### src/rtl/bichito_motion.sv
`default_nettype none
// ============================================================================
//  Module      : bichito_motion
//  Description : Vertical-motion controller for the player sprite. Owns the
//                sprite Y position, applies per-frame gravity and jump
//                impulses, clamps at the screen top, detects the floor and
//                runs the IDLE / FLYING / DEAD play-state machine. Position
//                only changes on frame_tick so the sprite never moves
//                mid-scan.
//
//  Ports       : clk        - system (pixel) clock
//                rst_n      - asynchronous active-low reset
//                frame_tick - one-cycle pulse per frame (vertical blank)
//                jump_btn   - jump button level, synchronous to clk
//                collision  - high while the sprite overlaps an obstacle
//                currY      - sprite top Y, bits [31:10] always zero
//                vel        - current signed velocity (debug / HUD)
//                state      - 0 = IDLE, 1 = FLYING, 2 = DEAD
//                dead       - high iff state == DEAD
//
//  Revision    : 1.0 - initial release
// ============================================================================
module bichito_motion #(
    parameter logic        [9:0] BASE_YPOS = 10'd240,
    parameter logic        [9:0] Y_MIN     = 10'd0,
    parameter logic        [9:0] Y_MAX     = 10'd464,
    parameter logic signed [7:0] GRAVITY   = 8'sd1,
    parameter logic signed [7:0] JUMP_VEL  = -8'sd6,
    parameter logic signed [7:0] MAX_FALL  = 8'sd8,
    parameter logic        [7:0] DEAD_HOLD = 8'd30
) (
    input  logic        clk,
    input  logic        rst_n,
    input  logic        frame_tick,
    input  logic        jump_btn,
    input  logic        collision,
    output logic [31:0] currY,
    output logic [7:0]  vel,
    output logic [1:0]  state,
    output logic        dead
);

    localparam logic [1:0] c_IDLE   = 2'd0;
    localparam logic [1:0] c_FLYING = 2'd1;
    localparam logic [1:0] c_DEAD   = 2'd2;

    // ------------------------------------------------------------------
    // State
    // ------------------------------------------------------------------
    logic [1:0]        r_state;
    logic [1:0]        w_state_next;
    logic [9:0]        r_y;
    logic [9:0]        w_y_next;
    logic signed [7:0] r_vel;
    logic signed [7:0] w_vel_next;
    logic              r_jump_pending;
    logic              w_jump_pending_next;
    logic [7:0]        r_hold_cnt;
    logic [7:0]        w_hold_cnt_next;
    logic              r_btn_q;
    logic              r_dead;

    // ------------------------------------------------------------------
    // Button edge detect
    // ------------------------------------------------------------------
    logic w_rise;
    assign w_rise = jump_btn & ~r_btn_q;

    // ------------------------------------------------------------------
    // Physics step for one frame in FLYING
    // ------------------------------------------------------------------
    logic               w_jump_now;
    logic signed [8:0]  w_vel_grav;
    logic signed [8:0]  w_max_fall_w;
    logic signed [7:0]  w_vel_fall;
    logic signed [7:0]  w_vel_step;
    logic signed [11:0] w_y_step;
    logic               w_top_hit;
    logic               w_floor_hit;

    // A rise coinciding with the tick still counts for this frame.
    assign w_jump_now = r_jump_pending | w_rise;

    // Nine bits so vel + GRAVITY cannot wrap before the terminal clamp.
    assign w_vel_grav   = $signed({r_vel[7], r_vel}) + $signed({GRAVITY[7], GRAVITY});
    assign w_max_fall_w = $signed({MAX_FALL[7], MAX_FALL});
    assign w_vel_fall   = (w_vel_grav > w_max_fall_w) ? MAX_FALL : w_vel_grav[7:0];
    assign w_vel_step   = w_jump_now ? JUMP_VEL : w_vel_fall;

    // Y is unsigned, so zero-extend it; velocity is sign-extended.
    assign w_y_step    = $signed({2'b00, r_y}) + $signed({{4{w_vel_step[7]}}, w_vel_step});
    assign w_top_hit   = w_y_step <  $signed({2'b00, Y_MIN});
    assign w_floor_hit = w_y_step >= $signed({2'b00, Y_MAX});

    // ------------------------------------------------------------------
    // FSM process 1: state register
    // ------------------------------------------------------------------
    always_ff @(posedge clk or negedge rst_n) begin
        if (!rst_n) begin
            r_state <= c_IDLE;
        end else begin
            r_state <= w_state_next;
        end
    end

    // ------------------------------------------------------------------
    // FSM process 2: next-state logic
    // ------------------------------------------------------------------
    always_comb begin
        w_state_next = r_state;
        case (r_state)
            c_IDLE: begin
                if (w_rise) begin
                    w_state_next = c_FLYING;
                end
            end
            c_FLYING: begin
                // Collision wins over a simultaneous frame tick.
                if (collision) begin
                    w_state_next = c_DEAD;
                end else if (frame_tick && !w_top_hit && w_floor_hit) begin
                    w_state_next = c_DEAD;
                end
            end
            c_DEAD: begin
                if (w_rise && (r_hold_cnt == DEAD_HOLD)) begin
                    w_state_next = c_IDLE;
                end
            end
            default: begin
                w_state_next = c_IDLE;
            end
        endcase
    end

    // ------------------------------------------------------------------
    // FSM process 3: datapath / output next values
    // ------------------------------------------------------------------
    always_comb begin
        w_y_next            = r_y;
        w_vel_next          = r_vel;
        w_jump_pending_next = r_jump_pending;
        w_hold_cnt_next     = r_hold_cnt;
        case (r_state)
            c_IDLE: begin
                w_y_next            = BASE_YPOS;
                w_vel_next          = 8'sd0;
                w_hold_cnt_next     = 8'd0;
                // The start press doubles as the first jump.
                w_jump_pending_next = w_rise;
            end
            c_FLYING: begin
                if (collision) begin
                    // Freeze position and velocity where the hit happened.
                    w_jump_pending_next = 1'b0;
                    w_hold_cnt_next     = 8'd0;
                end else if (frame_tick) begin
                    w_jump_pending_next = 1'b0;
                    if (w_top_hit) begin
                        w_y_next   = Y_MIN;
                        w_vel_next = 8'sd0;
                    end else if (w_floor_hit) begin
                        w_y_next        = Y_MAX;
                        w_vel_next      = 8'sd0;
                        w_hold_cnt_next = 8'd0;
                    end else begin
                        w_y_next   = w_y_step[9:0];
                        w_vel_next = w_vel_step;
                    end
                end else if (w_rise) begin
                    w_jump_pending_next = 1'b1;
                end
            end
            c_DEAD: begin
                w_jump_pending_next = 1'b0;
                if (w_rise && (r_hold_cnt == DEAD_HOLD)) begin
                    w_y_next        = BASE_YPOS;
                    w_vel_next      = 8'sd0;
                    w_hold_cnt_next = 8'd0;
                end else if (frame_tick && (r_hold_cnt < DEAD_HOLD)) begin
                    w_hold_cnt_next = r_hold_cnt + 8'd1;
                end
            end
            default: begin
                w_y_next            = BASE_YPOS;
                w_vel_next          = 8'sd0;
                w_jump_pending_next = 1'b0;
                w_hold_cnt_next     = 8'd0;
            end
        endcase
    end

    // ------------------------------------------------------------------
    // Datapath registers
    // ------------------------------------------------------------------
    always_ff @(posedge clk or negedge rst_n) begin
        if (!rst_n) begin
            r_y            <= BASE_YPOS;
            r_vel          <= 8'sd0;
            r_jump_pending <= 1'b0;
            r_hold_cnt     <= 8'd0;
            r_btn_q        <= 1'b0;
            r_dead         <= 1'b0;
        end else begin
            r_y            <= w_y_next;
            r_vel          <= w_vel_next;
            r_jump_pending <= w_jump_pending_next;
            r_hold_cnt     <= w_hold_cnt_next;
            r_btn_q        <= jump_btn;
            r_dead         <= (w_state_next == c_DEAD);
        end
    end

    assign currY = {22'd0, r_y};
    assign vel   = r_vel;
    assign state = r_state;
    assign dead  = r_dead;

endmodule
`default_nettype wire

### config.mk
export PLATFORM = sky130hd
export DESIGN_NAME = bichito_motion
export DESIGN_NICKNAME = d
export VERILOG_FILES = /design/src/rtl/bichito_motion.sv
export SDC_FILE = /design/constraint.sdc
export NUM_CORES = 1
export LEC_CHECK = 0
export ABC_AREA = 1
export CORE_ASPECT_RATIO = 1.2
export CORE_MARGIN = 2
export CORE_UTILIZATION = 53
export DETAILED_ROUTE_END_ITERATION = 10
export GPL_TIMING_DRIVEN = 0
export PLACE_DENSITY = 0.81
export SLEW_MARGIN = 10
export SYNTH_ARGS = -nofsm -noshare
export SYNTH_HDL_FRONTEND = slang
export SYNTH_SLANG_ARGS = --single-unit
### constraint.sdc
create_clock -name clk -period 3.6 [get_ports clk]
set_input_delay 0.36 -clock clk [delete_from_list [all_inputs] [get_ports clk]]
set_output_delay 0.36 -clock clk [all_outputs]
set_load 0.005 [all_outputs]
# After elaboration in Yosys (flattened, before gate mapping)
# Cells that the tools add are included.
# op_classes
bitwise	3
eq_ne	12
n_mux	30
addsub	3
n_reduce_logical	8
order_cmp	4
# ops
operator	n
$mux W8	13
$mux W10	5
$pmux W8 S2	2
$pmux W10 S2	1
$add A11 B8 Y12	1
$ge A12 B10 Y1 const B	1
$lt A12 B1 Y1 const B	1
$ne A3 B3 Y1 const B	4
$add A8 B2 Y9 const B	1
$gt A9 B5 Y1 const B	1
$add A8 B1 Y8 const B	1
$eq A8 B5 Y1 const B	1
$lt A8 B5 Y1 const B	1
$mux W2	4
$ne A2 B2 Y1 const B	3
$pmux W2 S3	1
$eq A2 B2 Y1 const B	2
$logic_and A1 B1 Y1	4
$ne A4 B4 Y1 const B	1
$reduce_and A4 Y1	1
$mux W1	3
$reduce_and A3 Y1	1
$eq A2 B1 Y1 const B	1
$logic_not A2 Y1	1
other kinds (5)	5
# totals
regBits	31
word_cells	67
out_inout_bits	43
in_bits	5

# Depth between registers and ports, before layout
# Gate-level depths: netlist of the first run.
# logic_depth
word_depth	13
depth_mapped	29
mapped_depth_nobuf	28

# Worst setup path after synthesis of the first run
# No wires, ideal clock.
# synth_path
path_type	reg-to-reg
start	reg r_vel[1], in the netlist vel[1]
end	reg r_hold_cnt[1]
n_path_buf	0
required_time_ps	3483
setup_time_ps	117
path_stages_with_launch	28
synth_period_minus_slack_ps	3308
arrival_time_ps	3192
path_slack_ps	292
path_cell_list	dfrtp_1 > ha_1 > inv_1 > nand2_1 > nand2_1 > nor2_2 > nor2_2 > nor2_2 > nand2_2 > nand2_4 > nand2_1 > a21oi_1 > inv_1 > ha_1 > a21oi_1 > nor2_1 > a211oi_1 > nand2_2 > nand2_2 > nand2_2 > nand2_2 > nand3_1 > nand2_4 > nand3_4 > nand2_4 > nand2_4 > nand2_1 > nand2_1
# synth_between
elab_chain_len	8
elab_cells_between_ends	10
classes_between	2 x add/sub; 3 x order compare; 2 x eq/ne; 2 x mux; 1 x reduce/logical
# synth_lines
item	line_no	source
start, declared	54	logic signed [7:0] r_vel;
start signal, assigned	206	r_vel <= w_vel_next;
$add A8 B2 Y9 (*)	85	assign w_vel_grav = $signed({r_vel[7], r_vel}) + $signed({GRAVITY[7], GRAVITY});
$gt A9 B5 Y1	87	assign w_vel_fall = (w_vel_grav > w_max_fall_w) ? MAX_FALL : w_vel_grav[7:0];
$mux W8 (*)	87	
$mux W8 (*)	88	assign w_vel_step = w_jump_now ? JUMP_VEL : w_vel_fall;
$add A11 B8 Y12 (*)	91	assign w_y_step = $signed({2'b00, r_y}) + $signed({{4{w_vel_step[7]}}, w_vel_step});
$ge A12 B10 Y1 / $lt A12 B1 Y1 (equally long branches)	93, 92	
$ne A3 B3 Y1 (no source line)	--	
$reduce_and A4 Y1 (no source line) (*)	--	
end signal, assigned	208	r_hold_cnt <= w_hold_cnt_next;
end, declared	58	logic [7:0] r_hold_cnt;
# Mark *: on every way between the ends. The rest lies on a longest branch, timed or not.
# A chain may end at the register's enable or synchronous reset.

# Worst setup path in the final report of the first run
# layout_path
start	reg r_vel[1], in the netlist vel[1]
end	reg r_y[3]
# layout_between
elab_chain_len	11
elab_cells_between_ends	12
classes_between	2 x add/sub; 3 x order compare; 7 x mux
# layout_lines
item	line_no	source
$add A8 B2 Y9 (*)	85	
$gt A9 B5 Y1	87	
$mux W8 (*)	87	
$mux W8 (*)	88	
$add A11 B8 Y12 (*)	91	
$ge A12 B10 Y1	93	assign w_floor_hit = w_y_step >= $signed({2'b00, Y_MAX});
$mux W10	162	end else if (w_floor_hit) begin
$mux W10 (*)	159	if (w_top_hit) begin
$mux W10 (*)	157	end else if (frame_tick) begin
$mux W10 (*)	153	if (collision) begin
$pmux W10 S2 (*)	144	case (r_state)
end signal, assigned	205	r_y <= w_y_next;
end, declared	52	logic [9:0] r_y;
# Mark *: on every way between the ends. The rest lies on a longest branch, timed or not. The select of a mux whose other input is x is not followed.

==> results of run 1 <==
-- power by group --
group	switching [W]	internal, W	leakage, nW
clock	0.000135	0.000174	0.0505
sequential	0.0000280	0.000384	0.410
combinational	0.000423	0.000249	1.16
total	0.000586	0.000806	1.62
-- placed cells by master (no fill, tap or decap), types with 4 or more instances in the layout --
master	n
nand2_1	76
inv_1	41
nand3_1	36
buf_4	31
dfrtp_1	26
nor2_1	24
clkdlybuf4s50_1	24
conb_1	22
nand2_2	15
a21oi_1	13
ha_1	13
nand2_4	7
clkbuf_8	7
nand4_1	6
nor2_2	6
o21ai_0	4
a21oi_4	4
dfstp_2	4
-- critical path, cell delays in order (launching register included) --
cell and delay, ns:
dfrtp_2 0.43, buf_4 0.14, nand2_2 0.06, nor2_4 0.17
nand2_1 0.09, nand2_1 0.06, nand2_1 0.07, nor2_2 0.12
nand2_2 0.07, nand2_4 0.11, nand2_2 0.07, a21oi_2 0.17
inv_2 0.07, ha_4 0.17, a21oi_4 0.15, nor2_1 0.07
a211oi_2 0.25, nand2_2 0.10, nand2_2 0.08, nand2_2 0.06
nand2_2 0.08, nand3_2 0.12, a21oi_4 0.33, nand2_4 0.14
o21ai_2 0.13
-- layer usage --
metal,up-vias,track usage (%)
li1,1189,-
met1,1120,25.11
met2,35,43.47
met3,11,2.962
met4,0,7.143
met5,-,0
-- through the flow --
| step | cells | setup slack [ns] | area, um^2 | total power [W] | setup TNS [ns] |
|---|---|---|---|---|---|
| 2_1_floorplan | 363 | 0.2916 | 2620 | 0.0008374 | 0 |
| 3_5_place_dp | 446 | -0.2880 | 2938 | 0.001006 | -4.933 |
| 4_1_cts | 455 | 0.03719 | 3069 | 0.001327 | 0 |
| 6_report | 462 | 0.2061 | 3211 | 0.001392 | 0 |
| 5_1_grt | 462 | -0.04043 | 3211 | 0.001484 | -0.1289 |
| 3_3_place_gp | 446 | -0.1862 | 2943 | 0.0009981 | -2.668 |
-- state kept, by name, indices dropped and copies added, names as in the netlist --
register	cells
dead	1
r_y	10
vel	8
r_jump_pending	1
r_hold_cnt	8
r_btn_q	1
state	2
-- cell families (layout without fill, tap and decap cells) --
kind of cell             after synthesis  count (layout)  synth area share (%)
AND/OR/NAND/NOR                      183             183                 35.40
buffers and inverters                 68             109                 13.34
AO/OA/AOI/OAI                         39              39                 10.83
flip-flops                            31              31                 30.72
adder cells (fa/ha/maj)               16              16                 8.173
XOR/XNOR                               4               4                 1.379
other                                  1              22                0.1476
-- worst min path at each step --
stage,cells after the start,from,endpoint
after CTS,1,rst_n,r_hold_cnt[6]
after floorplan,0,rst_n,dead
final,1,rst_n,r_hold_cnt[5]
after global placement,2,r_y[0],r_y[0]
after detailed placement,1,rst_n,r_hold_cnt[6]
after global routing,1,rst_n,r_hold_cnt[5]
-- final cells by class --
type / count / area (um^2) / share of cell area [%]
clock buffers: 7 / 96.34 / 3.001
plain buffers: 23 / 168.9 / 5.261
inverters: 44 / 166.4 / 5.183
repair buffers: 34 / 312.8 / 9.743
multi-input cells: 264 / 1604 / 49.96
flip-flops and latches: 31 / 782.0 / 24.36
clock inverters: 1 / 7.507 / 0.2338
well taps: 58 / 72.57 / 2.260
-- repair_timing --
item / in CTS / in global routing
pin swaps: 1 / 5
endpoints found under the setup margin: 28 / 28
resized for setup: 6 / 19
setup buffers: 2 / 7
==> results.tsv, run 1 <==
stage	metric	value	unit
drt	wl_met2	3347	um
synthesis	ys_ff_latch	31	
clock_network	h-tree-depth	2	
die	io_pins	48	
drt	drt-initial-drc-count	121	
drt	drtPass1Iterations	4	
clock_network	clockBufferDepth	2	
clock_network	clockRootBuffer	clkbuf_8	
sta	whs	0.1269	ns
finish	n_fill_cell	395	
placed_design	port_buffers	25	
clock_network	cts_tree	built	
power_and_ir_drop	peakVddDrop	0.2999	mV
synthesis	syn_area	2541	um^2
global_routing	antenna_found_initial	0	
die	die_area	5367	um^2
clock_network	clkSlewWorstSetupHoldPaths	0.07	ns
synthesis	yosysWarnings	0	
drt	routed_wl	5981	um
critical_path	worstSetupPathType	flop to flop	
global_routing	overflow	0	
synthesis	ys_seq_area_share	30.72	%
synthesis	syn_area_per_cell	7.430	um^2
critical_path	timing.rr.start	vel[1]	
synthesis	synth.top_cell.area_share	26.59	%
drt	routed_via_density	5.097	
sta	worstMarginPinSlew	0.7167	ns
finish	diodes	0	
critical_path	r2r_slack	0.21	ns
drt	wl_met3	168	um
critical_path	critPathMaxFanout	7	
global_routing	grt_pass1_wl	9404	um
status	status	finished clean	
critical_path	crit_path_end	r_y[3]	
sta	setup_violations	0	
synthesis	synth.most_common_cell	nand2_1	
sta	slew_headroom	52.22	%
synthesis	synth_largest_area_cell	dfrtp_1	
synthesis	synth_cell_types	36	
global_routing	grt_pass1_vias	2184	
min_path	min_path_type	primary input to async pin	
finish	syn_to_final_growth	26.34	%
sta	fin_skew	0.006545	ns
synthesis	synth_area_leaders	dfrtp_1 (27%), nand2_1 (12%), ha_1 (7.4%)	
clock_network	clk_latency	0.29	ns
global_routing	grt_max_degree	32	
placed_design	place.gp.congestion	0.8856	
global_routing	grt_usage	22.71	%
drt	via_count	2355	
die	start_util	55.31	%
synthesis	yosys-top-cells-count	nand2_1 (79), inv_1 (43), nand3_1 (37), dfrtp_1 (27), nor2_1 (25)	
synthesis	synth_edf_count	0	
synthesis	async_reset_ff_share	100.0	%
clock_network	hold_buffers	0	
sta	drv_slew	0	
sta	hold_violations	0	
sta	fin_crit_sh	94.27	%
finish	fin_util	69.88	%
synthesis	synthCells	342	
sta	fmax	294.6	MHz
finish	drive_gt1_share	24.50	%
drt	highest_layer	met4	
sta	finalCriticalPeriod	3.394	ns
finish	finalNetCount	424	
critical_path	required	3.81	ns
die	placementRows	27	
placed_design	hpwl	4481	um
drt	ant_nets	0	
critical_path	r2r_end	r_y[3]	
critical_path	cp-start-kind	flop	
die	core	4594	um^2
power_and_ir_drop	p_per_area	433.7	nW/um^2
die	die_w	67.21	um
die	die_h	79.85	um
critical_path	end_kind	flop	
drt	drt-met1-wl	2362	um
critical_path	crit_start	vel[1]	
clock_network	cts_inserted_buffers	5	
drt	drcViolationCount	0	
synthesis	synthFlopType	dfrtp_1	
critical_path	cp.arrival	3.61	ns
critical_path	reg2reg_depth	24	
drt	wl_per_cell	12.95	um
job	max-cap-violations	0	
clock_network	numClockSinks	31	
power_and_ir_drop	p_leak	1.624	nW
No activity file was read; power rests on OpenSTA's default activity.
==> inputs of run 2 (changes only) <==
==> constraint.sdc (replaced) <==
create_clock -name clk -period 3.6 [get_ports clk]
set_input_delay 1.08 -clock clk [delete_from_list [all_inputs] [get_ports clk]]
set_output_delay 1.08 -clock clk [all_outputs]
set_load 0.005 [all_outputs]
==> results.tsv, run 2 (same netlist as run 1, synthesis figures left out) <==
stage	metric	value	unit	change
finish	diodes	0		unchanged
finish	n_fill_cell	358		-9.4%
global_routing	overflow	0		unchanged
critical_path	cp.arrival	3.64	ns	+0.03 ns
die	die_area	5367	um^2	unchanged
critical_path	required	3.82	ns	about the same
global_routing	grt_pass1_wl	10050	um	+6.8%
critical_path	worstSetupPathType	primary input to flop		
clock_network	cts_tree	built		
sta	whs	0.5402	ns	+0.4133 ns
die	io_pins	48		unchanged
clock_network	clkSlewWorstSetupHoldPaths	0.07	ns	about the same
critical_path	end_kind	flop		
drt	routed_wl	6490	um	+8.5%
sta	finalCriticalPeriod	3.422	ns	+0.02804 ns
critical_path	critPathMaxStageDelay	0.26	ns	-0.17 ns
die	start_util	55.31	%	unchanged
sta	fin_crit_sh	95.05	%	+0.78 points
sta	drv_slew	0		unchanged
power_and_ir_drop	p_sw_share	41.77	%	-0.33 points
global_routing	grt_pass1_vias	2324		+6.4%
critical_path	cp-start-kind	primary input		
critical_path	path_common_cell	nand2_2		
die	placementRows	27		unchanged
power_and_ir_drop	intPower	0.0008799	W	+9.2%
die	die_h	79.85	um	unchanged
power_and_ir_drop	power_frac_clock	20.5	%	-1.7 points
clock_network	clk_latency	0.28	ns	about the same
sta	fin_skew	0.007644	ns	+0.001100 ns
finish	finalNonFillerCells	472		+2.2%
status	status	finished clean		
finish	syn_to_final_growth	35.25	%	
clock_network	clockRootBuffer	clkbuf_8		
sta	fin_tns_setup	0	ns	unchanged
sta	hold_violations	0		unchanged
finish	seq_area	783.3	um^2	+0.16%
drt	drtPass1Iterations	5		+1
finish	drive_gt1_share	30.43	%	+5.9 points
power_and_ir_drop	p_leak	1.682	nW	+3.5%
clock_network	clockBufferDepth	2		unchanged
drt	via_count	2465		+4.7%
critical_path	critPathMaxFanout	5		-2
critical_path	slowest_stage	ha_1		
min_path	min_path_type	flop to flop		
job	max-cap-violations	0		unchanged
drt	routed_via_density	5.222		+2.5%
placed_design	dp.cells	446		unchanged
clock_network	h-tree-depth	2		unchanged
critical_path	crit_chain	dlygate4sd2_1 > inv_2 > nor2_4 > nor2_4 > inv_4 > a21oi_4 > inv_2 > ha_1 > a21o_1 > nand2_2 > nand2_4 > nand2_2 > nand2_2 > nand2_2 > nand2_2 > nand2_2 > nand2_1 > nand2_2 > nand2_4 > nand3_4 > nand2_8 > buf_4 > nand2_1		
power_and_ir_drop	switchingPower	0.0006313	W	+7.7%
finish	layout_commonest_cell	nand2_1		
drt	drt-initial-drc-count	135		+12%
sta	slew_headroom	51.57	%	-0.65 points
drt	wl_per_cell	13.75	um	+6.2%
global_routing	grt_usage	24.38	%	+1.7 points
finish	layout_common_cells	nand2_1 (75), inv_1 (39), buf_4 (39)		
clock_network	numClockSinks	31		unchanged
power_and_ir_drop	peakVddDrop	0.2773	mV	-7.5%
sta	fmax	292.2	MHz	-0.82%
finish	largest_register_ffs	10		unchanged
die	core	4594	um^2	unchanged
die	die_w	67.21	um	unchanged
finish	top_register	r_y		
sta	setup_violations	0		unchanged
sta	rsz0062_at_grt	no		
sta	worstMarginPinSlew	0.7264	ns	+0.009728 ns
drt	drcViolationCount	0		unchanged
clock_network	cts_inserted_buffers	5		unchanged
power_and_ir_drop	seqPwrFrac	27.6	%	-2.0 points
power_and_ir_drop	power_frac_comb	51.9	%	+3.6 points
placed_design	place.gp.congestion	0.8856		unchanged
finish	multi_input_area	1753	um^2	+9.3%
global_routing	antenna_found_initial	0		unchanged
placed_design	hpwl	4481	um	unchanged
finish	finalNetCount	434		+2.4%
power_and_ir_drop	p_per_area	439.7	nW/um^2	+1.4%
drt	ant_nets	0		unchanged
placed_design	port_buffers	25		unchanged
global_routing	grt_max_degree	32		unchanged
==> run 2: changes by cell type in the layout (fill, tap and decap cells not counted), sizes merged <==
cell	delta
clkdlybuf4s50	-1
nand2	+1
buf	+9
dlygate4sd2	+1
==> run 2: cell type report <==
class	count	share of cell area, %
inverters	44	5.024
repair buffers	43	11.14
clock buffers	7	2.803
multi-input cells	265	51.00
flip-flops and latches	31	22.79
well taps	58	2.111
clock inverters	1	0.2184
plain buffers	23	4.914
==> run 2: per-layer routing <==
layer | track usage [%] | part of all wire [%]
met1 | 25.83 | 38
met2 | 47.23 | 57
met3 | 3.526 | 3.2
met4 | 8.571 | 1.8
met5 | 0 | 0
==> run 2: path summary, 6_finish.rpt <==
| check | startpoint | depth (start not counted) | slack, ns | end |
|---|---|---|---|---|
| max | jump_btn | 23 | 0.18 | state[0] |
| min | r_hold_cnt[7] | 1 | 0.54 | r_hold_cnt[7] |
| max reg2reg | vel[1] | 27 | 0.24 | state[0] |
| min reg2reg | r_hold_cnt[7] | 1 | 0.54 | r_hold_cnt[7] |
| max in group asynchronous | rst_n | 1 | 2.25 | vel[1] |
| min in group asynchronous | rst_n | 1 | 0.85 | r_hold_cnt[5] |
==> run 2: what timing repair did <==
item	in CTS	in global routing
pin swaps	10	11
buffers inserted	8	10
hold buffers	0	0
hold endpoints to repair	0	0
resized for setup	33	22
gates cloned	0	1
endpoints found under the setup margin	28	28
==> run 2: metrics by stage <==
stage / cell area, um^2 / utilization (%) / setup WS [ns] / total power, W
detailed placement: 2938 / 63.94 / -1.008 / 0.001006
global route: 3437 / 74.81 / 0.003015 / 0.001603
floorplan: 2620 / - / 0.09026 / 0.0008374
global placement: 2943 / 64.05 / -0.8638 / 0.0009981
CTS: 3242 / 70.56 / 0.1014 / 0.001415
finish: 3437 / 74.81 / 0.1781 / 0.001511
==> run 2: power by group through the flow <==
| stage | logic, W | registers, W | clock network [W] |
|---|---|---|---|
| 6_report | 0.000785 | 0.000417 | 0.000310 |
| 5_1_grt | 0.000856 | 0.000421 | 0.000326 |
| 4_1_cts | 0.000689 | 0.000415 | 0.000311 |
| 3_5_place_dp | 0.000589 | 0.000418 | 0 |
| 3_3_place_gp | 0.000581 | 0.000417 | 0 |
| 2_1_floorplan | 0.000423 | 0.000415 | 0 |
==> run 2: worst max-delay path: cells and delay by family <==
kind / cells / cell delay (ns)
and+or+nand+nor: 15 / 1.38
buffers and inverters: 5 / 0.62
adders and majority gates: 1 / 0.26
AOI/OAI and AO/OA: 2 / 0.30
==> inputs of run 3 (changes only) <==
ABC_AREA = default   (was 1)
CORE_ASPECT_RATIO = 0.75   (was 1.2)
==> results.tsv, run 3 <==
stage	metric	value	unit	change
die	die_w	83.70	um	+25%
drt	via_count	2743		+11%
critical_path	slowest_stage	dfrtp_2		
synthesis	syn_area	2525	um^2	-0.64%
critical_path	crit_chain	buf_6 > buf_6 > a32oi_2 > nor2b_2 > o31ai_4 > o21ai_4 > buf_4 > nand2_2 > nand2_2 > fa_2 > buf_4 > buf_6 > a31o_4 > a31oi_4 > o21ai_4 > buf_6 > xnor2_4 > a211oi_2 > a211o_4 > a211oi_4 > nand2b_4 > mux2_4		
drt	drt-initial-drc-count	238		+76%
global_routing	grt_max_degree	32		unchanged
clock_network	clockRootBuffer	clkbuf_8		
die	start_util	55.87	%	+0.56 points
drt	wl_per_cell	19.27	um	+40%
synthesis	synthCells	296		-13%
sta	finalCriticalPeriod	4.604	ns	+1.182 ns
finish	layout_common_cells	buf_4 (58), nand2_1 (30), dfrtp_1 (25)		
critical_path	r2r_end	r_hold_cnt[1]		
synthesis	async_reset_ff_share	100.0	%	unchanged
clock_network	h-tree-depth	2		unchanged
clock_network	clockBufferDepth	2		unchanged
synthesis	synth-xor-area-share	4.163	%	+2.8 points
synthesis	syn_area_per_cell	8.530	um^2	+15%
synthesis	synth_edf_count	0		unchanged
sta	fin_ws	-1.004	ns	-1.182 ns
finish	top_register	r_y		
synthesis	synth_compound_area_share	24.73	%	+14 points
finish	finalNetCount	412		-5.1%
drt	ant_nets	0		unchanged
synthesis	ys_ff_latch	31		unchanged
drt	routed_wl	8652	um	+33%
finish	seq_area	783.3	um^2	unchanged
synthesis	synthMuxAreaShare	1.685	%	+1.7 points
clock_network	cts_tree	built		
sta	rsz0062_at_grt	yes		
power_and_ir_drop	p_per_area	449.2	nW/um^2	+2.2%
synthesis	synth_cell_types	58		+61%
synthesis	ys_seq_area_share	30.92	%	+0.20 points
finish	largest_register_ffs	10		unchanged
finish	multi_input_area	1943	um^2	+11%
die	die_h	63.78	um	-20%
placed_design	place_area	3009	um^2	+2.4%
critical_path	end_kind	flop		
critical_path	worstSetupPathType	flop to flop		
synthesis	synthFlopType	dfrtp_1		
sta	hold_violations	0		unchanged
critical_path	path_common_cell	buf_6		
min_path	hold_start	r_hold_cnt[4]		
placed_design	hpwl	4407	um	-1.6%
clock_network	numClockSinks	31		unchanged
placed_design	port_buffers	25		unchanged
die	placementRows	21		-22%
power_and_ir_drop	p_leak	1.667	nW	-0.88%
min_path	worstHoldEndpoint	r_hold_cnt[4]		
synthesis	synth.top_cell.area_share	26.76	%	+0.17 points
global_routing	overflow	0		unchanged
synthesis	synth_top_family_by_area	compound AO/OA/AOI/OAI gates		
power_and_ir_drop	peakVddDrop	0.4400	mV	+59%
critical_path	required	3.78	ns	-0.04 ns
status	violations	negative setup slack		
placed_design	post-place-ws	-1.789	ns	-0.7811 ns
placed_design	place.gp.congestion	0.9193		+3.8%
sta	worstMarginPinSlew	0.8370	ns	+0.1106 ns
drt	drcViolationCount	0		unchanged
sta	drv_slew	0		unchanged
critical_path	r2r_slack	-1.00	ns	-1.24 ns
job	max-cap-violations	0		unchanged
synthesis	yosys.area_share.adder	8.226	%	+0.053 points
global_routing	grt_usage	31.36	%	+7.0 points
finish	design_area	3784	um^2	+10%
synthesis	yosysWarnings	0		unchanged
global_routing	antenna_found_initial	0		unchanged
clock_network	cts_inserted_buffers	5		unchanged
finish	diodes	0		unchanged
critical_path	critPathMaxStageDelay	0.46	ns	+0.20 ns
sta	fin_crit_sh	127.9	%	+33 points
finish	drive_gt1_share	38.01	%	+7.6 points
die	core	4519	um^2	-1.6%
finish	layout_commonest_cell	buf_4		
drt	drtPass1Iterations	4		-1
min_path	min_path_type	flop to flop		
synthesis	synth_area_leaders	dfrtp_1 (27%), ha_1 (7.4%), buf_4 (7.1%)		
synthesis	synth.most_common_cell	nand2_1		
clock_network	clkSlewWorstSetupHoldPaths	0.08	ns	about the same
clock_network	hold_buffers	0		unchanged
die	die_area	5338	um^2	-0.54%
critical_path	cp.arrival	4.78	ns	+1.14 ns
die	io_pins	48		unchanged
synthesis	yosys-top-cells-count	nand2_1 (34), dfrtp_1 (27), buf_4 (24), nor2_1 (22), a21oi_1 (21)		
sta	fmax	217.2	MHz	-26%
clock_network	clk_latency	0.30	ns	+0.02 ns
sta	setup_violations	28		+28
min_path	holdPathStages	1		unchanged
global_routing	grt_pass1_wl	13150	um	+31%
finish	n_fill_cell	250		-30%
critical_path	cp-start-kind	flop		
status	status	finished, violations left		
sta	fin_skew	0.01390	ns	+0.006251 ns
global_routing	grt_pass1_vias	2594		+12%
critical_path	reg2reg_depth	22		-19%
synthesis	synth-simple-area-share	19.57	%	-16 points
critical_path	critPathMaxFanout	5		unchanged
finish	syn_to_final_growth	49.85	%	
sta	slew_headroom	43.32	%	-8.3 points
critical_path	timing.rr.start	vel[1]		
synthesis	synth_largest_area_cell	dfrtp_1		
drt	routed_via_density	6.109		+17%
## run 3: through the flow
step	hold slack [ns]	utilization [%]	instances	total power, W	setup TNS, ns
floorplan	0.4425	-	317	0.0008872	-13.56
global placement	0.4704	66.69	399	0.001050	-36.89
detailed placement	0.5090	66.58	399	0.001064	-38.43
CTS	0.5015	78.79	436	0.001556	-15.01
global route	0.5357	83.72	449	0.001782	-27.85
finish	0.5260	83.72	449	0.001700	-23.37
## run 3: worst max-delay path by stage
stage | start | to | depth (start not counted)
6_report | vel[1] | r_hold_cnt[1] | 22
5_1_grt | vel[1] | r_hold_cnt[1] | 21
4_1_cts | vel[1] | r_hold_cnt[1] | 20
3_5_place_dp | jump_btn | r_hold_cnt[1] | 17
3_3_place_gp | jump_btn | r_hold_cnt[1] | 17
2_1_floorplan | vel[0] | r_hold_cnt[0] | 20
## run 3: layout make-up
class | instances | share of cell area, %
sequential | 31 | 20.70
clock buffer | 6 | 2.183
inverter | 9 | 0.8929
timing repair buffer | 72 | 16.96
clock inverter | 2 | 0.9259
tap | 57 | 1.885
buffer | 28 | 5.093
multi-input combinational | 244 | 51.36
## run 3: worst max-delay path: cells and delay by family (launching register included)
family / cells / cell delay (ns)
AOI/OAI and AO/OA: 9 / 1.89
xor gates and xnor gates: 1 / 0.15
DFF: 1 / 0.46
and+or+nand+nor: 4 / 0.44
adders and majority gates: 1 / 0.38
muxes: 1 / 0.30
buffers and inverters: 6 / 0.83
## run 3: cell families (layout without fill, tap and decap cells)
family	count (synthesis)	in the layout
AO/OA/AOI/OAI	89	89
XOR/XNOR	12	12
adder cells (fa/ha/maj)	16	16
buffers and inverters	42	117
flip-flops	31	31
multiplexers	4	4
other	1	22
AND/OR/NAND/NOR	101	101
## run 3: layer usage
| metal | share of wire, % | wire [um] | up-vias | GRT usage, % |
|---|---|---|---|---|
| met4 | 3.4 | 292 | 0 | 13.10 |
| li1 | - | - | 1216 | - |
| met3 | 9.9 | 853 | 33 | 7.106 |
| met5 | 0 | 0 | - | 0 |
| met1 | 40 | 3462 | 1296 | 40.35 |
| met2 | 47 | 4043 | 198 | 51.40 |
## run 3: repair_timing
item	4_1_cts	5_1_grt
setup buffers	32	17
setup endpoints to repair	28	28
resized for setup	52	29
pin swaps	25	30
## run 3: where the power goes
part / internal, W / total [W] / switching, W / leakage (nW)
logic: 0.000385 / 0.000903 / 0.000518 / 1.20
registers: 0.000384 / 0.000425 / 0.0000415 / 0.408
clock network: 0.000224 / 0.000372 / 0.000148 / 0.0612
total: 0.000993 / 0.00170 / 0.000707 / 1.67
